==> src/rtl/vga_fill_ctrl_pkg.sv <==
// vga_fill_ctrl_pkg: register map, CTRL bit positions and FSM encoding for vga_fill_ctrl
package vga_fill_ctrl_pkg;
    localparam logic [2:0] REG_ORG      = 3'd0;
    localparam logic [2:0] REG_SIZE     = 3'd1;
    localparam logic [2:0] REG_COLOR    = 3'd2;
    localparam logic [2:0] REG_CTRL     = 3'd3;
    localparam logic [2:0] REG_PIX_ADDR = 3'd4;
    localparam logic [2:0] REG_PIX_DATA = 3'd5;
    localparam int CTRL_START  = 0;
    localparam int CTRL_ABORT  = 1;
    localparam int CTRL_CLR    = 2;
    localparam int CTRL_IRQ_EN = 3;
    typedef enum logic {IDLE = 1'b0, RUN = 1'b1} state_t;
endpackage

==> src/rtl/vga_fill_ctrl_if.sv <==
// vga_fill_ctrl_if: CPU register bus of the fill controller
interface vga_fill_ctrl_if;
    logic        valid;
    logic [2:0]  addr;
    logic [31:0] wdata;
    logic        wstrb;
    logic [31:0] rdata;
    modport master (output valid, addr, wdata, wstrb, input rdata);
    modport slave  (input valid, addr, wdata, wstrb, output rdata);
endinterface

==> src/rtl/vga_fill_ctrl_fill_xy_counter.sv <==
// fill_xy_counter: raster x/y counters of a rectangle fill with row wrap and last-pixel flag
module fill_xy_counter (
    input  logic       clk,
    input  logic       resetn,
    input  logic       i_load,
    input  logic       i_adv,
    input  logic [7:0] i_wm1,
    input  logic [7:0] i_hm1,
    output logic [7:0] o_xc,
    output logic [7:0] o_yc,
    output logic       o_last
);
    logic [7:0] r_xc, r_yc;
    logic       w_eol;
    assign w_eol  = r_xc == i_wm1;
    assign o_last = w_eol && r_yc == i_hm1;
    assign o_xc   = r_xc;
    assign o_yc   = r_yc;
    always_ff @(posedge clk or negedge resetn) begin
        if (!resetn) begin
            r_xc <= '0;
            r_yc <= '0;
        end else if (i_load) begin
            r_xc <= '0;
            r_yc <= '0;
        end else if (i_adv) begin
            r_xc <= w_eol ? 8'd0 : r_xc + 8'd1;
            r_yc <= w_eol ? r_yc + 8'd1 : r_yc;
        end
    end
endmodule

==> src/rtl/vga_fill_ctrl.sv <==
// vga_fill_ctrl: rectangle fill engine with CPU pixel-write priority.
// Optional macro VGA_FILL_IRQ_EN adds the irq_en bit and a registered fill-complete irq.
import vga_fill_ctrl_pkg::*;
module vga_fill_ctrl (
    input  logic               clk,
    input  logic               resetn,
    vga_fill_ctrl_if.slave     bus,
    output logic               fb_we,
    output logic [15:0]        fb_addr,
    output logic [7:0]         fb_wdata,
    output logic               irq
);
    state_t      r_state;
    logic [15:0] r_org, r_size, r_pix_addr, r_fill_org, r_fill_size;
    logic [7:0]  r_color, r_fill_color, r_pix_data;
    logic        r_pix_pend, r_done;
    logic [31:0] r_rdata;
    logic [7:0]  w_xc, w_yc;
    logic        w_wr, w_rd, w_ctrl_wr, w_start, w_abort, w_clr, w_run, w_go, w_adv, w_last, w_fill_done;
    logic        w_irq_en, w_unused;
    assign w_wr        = bus.valid & bus.wstrb;
    assign w_rd        = bus.valid & ~bus.wstrb;
    assign w_ctrl_wr   = w_wr && bus.addr == REG_CTRL;
    assign w_abort     = w_ctrl_wr & bus.wdata[CTRL_ABORT];
    assign w_start     = w_ctrl_wr & bus.wdata[CTRL_START] & ~w_abort;
    assign w_clr       = w_ctrl_wr & bus.wdata[CTRL_CLR];
    assign w_run       = r_state == RUN;
    assign w_go        = ~w_run & w_start;
    // a pending CPU pixel owns the framebuffer port; the fill holds its position
    assign w_adv       = w_run & ~r_pix_pend;
    assign w_fill_done = w_adv & w_last & ~w_abort;
    assign w_unused    = ^{bus.wdata[31:16], bus.wdata[CTRL_IRQ_EN]};
    assign bus.rdata   = r_rdata;
    assign fb_we       = r_pix_pend | w_run;
    assign fb_addr     = r_pix_pend ? r_pix_addr : {r_fill_org[15:8] + w_yc, r_fill_org[7:0] + w_xc};
    assign fb_wdata    = r_pix_pend ? r_pix_data : r_fill_color;

    fill_xy_counter u_cnt (
        .clk    (clk),
        .resetn (resetn),
        .i_load (w_go),
        .i_adv  (w_adv),
        .i_wm1  (r_fill_size[7:0]),
        .i_hm1  (r_fill_size[15:8]),
        .o_xc   (w_xc),
        .o_yc   (w_yc),
        .o_last (w_last)
    );

    always_ff @(posedge clk or negedge resetn) begin
        if (!resetn) begin
            r_state      <= IDLE;
            r_org        <= '0;
            r_size       <= '0;
            r_color      <= '0;
            r_pix_addr   <= '0;
            r_pix_data   <= '0;
            r_pix_pend   <= 1'b0;
            r_fill_org   <= '0;
            r_fill_size  <= '0;
            r_fill_color <= '0;
            r_done       <= 1'b0;
            r_rdata      <= '0;
        end else begin
            if (w_wr && bus.addr == REG_ORG) r_org <= bus.wdata[15:0];
            if (w_wr && bus.addr == REG_SIZE) r_size <= bus.wdata[15:0];
            if (w_wr && bus.addr == REG_COLOR) r_color <= bus.wdata[7:0];
            if (w_wr && bus.addr == REG_PIX_ADDR) r_pix_addr <= bus.wdata[15:0];
            if (w_wr && bus.addr == REG_PIX_DATA) r_pix_data <= bus.wdata[7:0];
            r_pix_pend <= w_wr && bus.addr == REG_PIX_DATA;
            if (w_go) begin
                r_fill_org   <= r_org;
                r_fill_size  <= r_size;
                r_fill_color <= r_color;
            end
            r_state <= (w_abort || w_fill_done) ? IDLE : w_go ? RUN : r_state;
            r_done  <= w_go ? 1'b0 : (r_done & ~w_clr) | w_fill_done;
            r_rdata <= (w_rd && bus.addr == REG_CTRL) ? {28'd0, w_irq_en, 1'b0, r_done, w_run} : 32'd0;
        end
    end

`ifdef VGA_FILL_IRQ_EN
    logic r_irq_en, r_irq;
    assign w_irq_en = r_irq_en;
    assign irq      = r_irq;
    always_ff @(posedge clk or negedge resetn) begin
        if (!resetn) begin
            r_irq_en <= 1'b0;
            r_irq    <= 1'b0;
        end else begin
            if (w_ctrl_wr) r_irq_en <= bus.wdata[CTRL_IRQ_EN];
            r_irq <= r_done & r_irq_en;
        end
    end
`else
    assign w_irq_en = 1'b0;
    assign irq      = 1'b0;
`endif
endmodule

==> src/flat_wrapper.sv <==
// flat-port wrapper written by rule: the top's interface ports become plain ports
module vga_fill_ctrl_flat 
  (clk, resetn, fb_we, fb_addr, fb_wdata, irq, bus_valid, bus_addr, bus_wdata, bus_wstrb, bus_rdata);
  vga_fill_ctrl_if bus_i ();
  input  logic clk;
  input  logic resetn;
  output logic fb_we;
  output logic [15:0] fb_addr;
  output logic [7:0] fb_wdata;
  output logic irq;
  input wire logic [$bits(bus_i.valid)-1:0] bus_valid;
  input wire logic [$bits(bus_i.addr)-1:0] bus_addr;
  input wire logic [$bits(bus_i.wdata)-1:0] bus_wdata;
  input wire logic [$bits(bus_i.wstrb)-1:0] bus_wstrb;
  output wire logic [$bits(bus_i.rdata)-1:0] bus_rdata;
  assign bus_i.valid = bus_valid;
  assign bus_i.addr = bus_addr;
  assign bus_i.wdata = bus_wdata;
  assign bus_i.wstrb = bus_wstrb;
  assign bus_rdata = bus_i.rdata;
  vga_fill_ctrl u_core (.clk(clk), .resetn(resetn), .bus(bus_i), .fb_we(fb_we), .fb_addr(fb_addr), .fb_wdata(fb_wdata), .irq(irq));
endmodule
==> config.mk <==
export PLATFORM = sky130hd
export DESIGN_NAME = vga_fill_ctrl_flat
export DESIGN_NICKNAME = d
export VERILOG_FILES = /design/src/rtl/vga_fill_ctrl_pkg.sv /design/src/rtl/vga_fill_ctrl_if.sv /design/src/rtl/vga_fill_ctrl_fill_xy_counter.sv /design/src/rtl/vga_fill_ctrl.sv /design/src/flat_wrapper.sv
export SDC_FILE = /design/constraint.sdc
export NUM_CORES = 1
export LEC_CHECK = 0
export CORE_MARGIN = 4
export CORE_UTILIZATION = 55
export CTS_BUF_LIST = sky130_fd_sc_hd__clkbuf_8
export CTS_CLUSTER_DIAMETER = 60
export DETAILED_ROUTE_END_ITERATION = 12
export HOLD_SLACK_MARGIN = 0.02
export PLACE_DENSITY = 0.92
export SLEW_MARGIN = 30
export SYNTH_ARGS = -nofsm -noshare
export SYNTH_HDL_FRONTEND = slang
export SYNTH_SLANG_ARGS = --single-unit
==> constraint.sdc <==
create_clock -name clk -period 3.5 [get_ports clk]
set_input_delay 0.7 -clock clk [delete_from_list [all_inputs] [get_ports clk]]
set_output_delay 0.7 -clock clk [all_outputs]
set_load 0.02 [all_outputs]
==> flow_summary.yaml <==
sta:
  post-route-min-period_ns: 3.358
  slew_violations: 0
  worstMarginPinSlew_ns: 0.9547
  setup_viol: 0
  finClkSkew_ns: 0.01099
  post-route-period-util_pct: 95.94
  whs_ns: 0.3485
  fmax_ghz: 0.2978
  setup_slack_ns: 0.1421
  slew_headroom_pct: 36.20
  hold_violations: 0
critical_path:
  rr_endpoint: "u_core.u_cnt.o_xc[6]"
  cp_top_family: "compound AO/OA/AOI/OAI gates"
  critical_path_required_ns: 2.80
  crit_path_top_delay_cell: "fa_1"
  cp-end-kind: "output port"
  crit_type: "reg2out"
  crit_arrival_ns: 2.66
  cp_cell_sequence: "inv_1 > fa_1 > nor2b_1 > o21ai_0 > a21boi_0 > nor2_1 > o311ai_2 > clkdlybuf4s15_2"
  r2r-start: "u_core.r_state"
  cpPeakStageDelay_ns: 0.46
  critPathBufInv: 2
  rrSetupSlack_ns: 1.23
  reg2regPathDepth: 6
  critPathMaxFanout: 6
  crit_path_start_kind: "flop"
final_layout:
  drive_above_1_share_pct: 20.27
  antenna_cells: 0
  area_delta_synth_final_pct: 17.22
  nets: 716
  fin_util_pct: 66.47
  fill_cells: 685
  stdcell_area_sq_mm: 0.007301
yosys:
  synth.largest_area_cell: "dfrtp_1"
  ys_ff_latch: 125
  synth_cell_types: 45
  synthArstFlopShare_pct: 100.0
  syn_avg_cell_area_sq_um: 10.50
  synth.top_cell.area_share_pct: 50.22
  synth-edff-count: 0
  syn_inst: 593
  ys.flop_type: "dfrtp_1"
  synthTopCellsByCount: "nand2_1 (136), dfrtp_1 (125), mux2_2 (77)"
  syn-cell-area_sq_mm: 0.006228
  synth_area_leaders: "dfrtp_1 (50%), mux2_2 (14%), nand2_1 (8.2%)"
  yosysSeqAreaShare_pct: 50.22
  yosysWarnings: 0
  yosysMostFrequentCell: "nand2_1"
die:
  boundaryPins: 97
  initial_core_util_pct: 56.71
  rows: 38
  die_height_um: 114.4
  die_area_sq_mm: 0.01309
  core-area_sq_mm: 0.01098
  die_w_um: 114.4
placed_design:
  portBuffers: 49
  gp_congestion: 0.8612
  dpl_cell_area_sq_mm: 0.006857
  dp_hpwl_um: 9920
  pre_cts_ws_ns: 0.1574
clocking:
  cts_tree: "built"
  clockBufferDepth: 2
  clkSinkCount: 125
  cts.clk_slew.worst_paths_ns: 0.07
  cts_buffers: 17
  htreeDepth: 4
  cts_setup_buffers: 0
  cts_root_buffer: "clkbuf_8"
  insertion_delay_ns: 0.45
  cts_hold_buffers: 0
grt:
  grt_pass1_wl_um: 25720
  grt_pass1_vias: 5150
  grt_usage_pct: 25.40
  antenna_found_initial: 0
  grt_overflow_total: 0
  grt_max_degree: 66
routing:
  drtIter0Drc: 543
  wl_per_cell_um: 19.34
  drc: 0
  vias_per_cell: 6.018
  drt_pass1_iterations: 6
  via_count: 4881
  wirelength_um: 15690
  drtAntennaViolNets: 0
min_path:
  hold_path.class: "in2async"
status:
  status: "finished clean"
pwr:
  total_power_mw: 4.908
  power.leakage_nw: 3.493
  max-vdd-ir-drop_v: 0.0004566
  p_per_area_mw_per_mm2: 672.2
flow_run:
  cap_violations: 0
==> state kept, by name, summed over array words and instances, names as in the netlist <==
name                 cells
u_core.r_color           8
u_core.r_pix_pend        1
u_core.r_org            16
u_core.bus.rdata         2
u_core.r_fill_color      8
u_core.r_done            1
u_core.r_fill_org       16
u_core.r_pix_data        8
u_core.r_size           16
u_core.r_state           1
u_core.r_pix_addr       16
u_core.u_cnt.o_xc        8
u_core.u_cnt.o_yc        8
u_core.r_fill_size      16
==> final cells by class <==
type	instances	area (sq um)	area share, %
clock buffers	17	234.0	3.205
clock inverters	14	195.2	2.674
inverters	16	60.06	0.8226
multi-input cells	434	2872	39.33
flip-flops and latches	125	3128	42.84
well taps	140	175.2	2.399
repair buffers	65	636.9	8.723
==> stage by stage <==
| stage | instances | setup TNS [ns] |
|---|---|---|
| after detailed placement | 780 | 0 |
| after floorplan | 623 | 0 |
| final | 811 | 0 |
| after global routing | 811 | -0.02374 |
| after global placement | 780 | 0 |
| after CTS | 811 | 0 |
==> layer usage <==
layer / share of wire (%) / up-vias / global-route usage (%)
li1: - / 2092 / -
met1: 37 / 2374 / 29.87
met2: 50 / 328 / 42.76
met3: 8.2 / 87 / 5.973
met4: 4.7 / 0 / 14.17
met5: 0 / - / 0
==> what timing repair did <==
item	in CTS	in global routing
pin swaps	0	1
gates resized for setup	10	10
endpoints found under the setup margin	6	6
==> report_power, final <==
group          switching, mW  internal (mW)
clock                  0.591          0.774
sequential             0.234           1.73
combinational          0.853          0.728
total                   1.68           3.23
==> layout by cell type (no fill, tap or decap), types with 16 or more instances in the layout <==
cell,instances
conb_1,31
mux2_2,77
nor2_1,22
clkbuf_8,17
inv_1,16
nand2_1,136
dfrtp_1,125
ha_1,16
o21ai_0,23
clkdlybuf4s50_1,40
==> worst max path at each step <==
| stage | startpoint | to | slack [ns] | cells past startpoint |
|---|---|---|---|---|
| 3_3_place_gp | u_core.u_cnt.o_xc[1] | fb_addr[6] | 0.22 | 8 |
| 6_report | u_core.u_cnt.o_xc[1] | fb_addr[6] | 0.14 | 8 |
| 3_5_place_dp | u_core.u_cnt.o_xc[1] | fb_addr[6] | 0.16 | 8 |
| 2_1_floorplan | u_core.u_cnt.o_yc[0] | fb_addr[14] | 0.39 | 8 |
| 4_1_cts | u_core.r_fill_org[0] | fb_addr[4] | 0.003 | 9 |
| 5_1_grt | u_core.u_cnt.o_xc[1] | fb_addr[6] | -0.02 | 9 |
==> logic make-up after synthesis <==
kind of cell	share of synthesized area, %
xor+xnor	3.234
simple gates	15.59
buf+inv	5.765
fa+ha+maj	3.857
flops	50.22
other cells	0.06021
mux	14.56
compound gates	6.710
No activity file was read; power rests on OpenSTA's default activity.
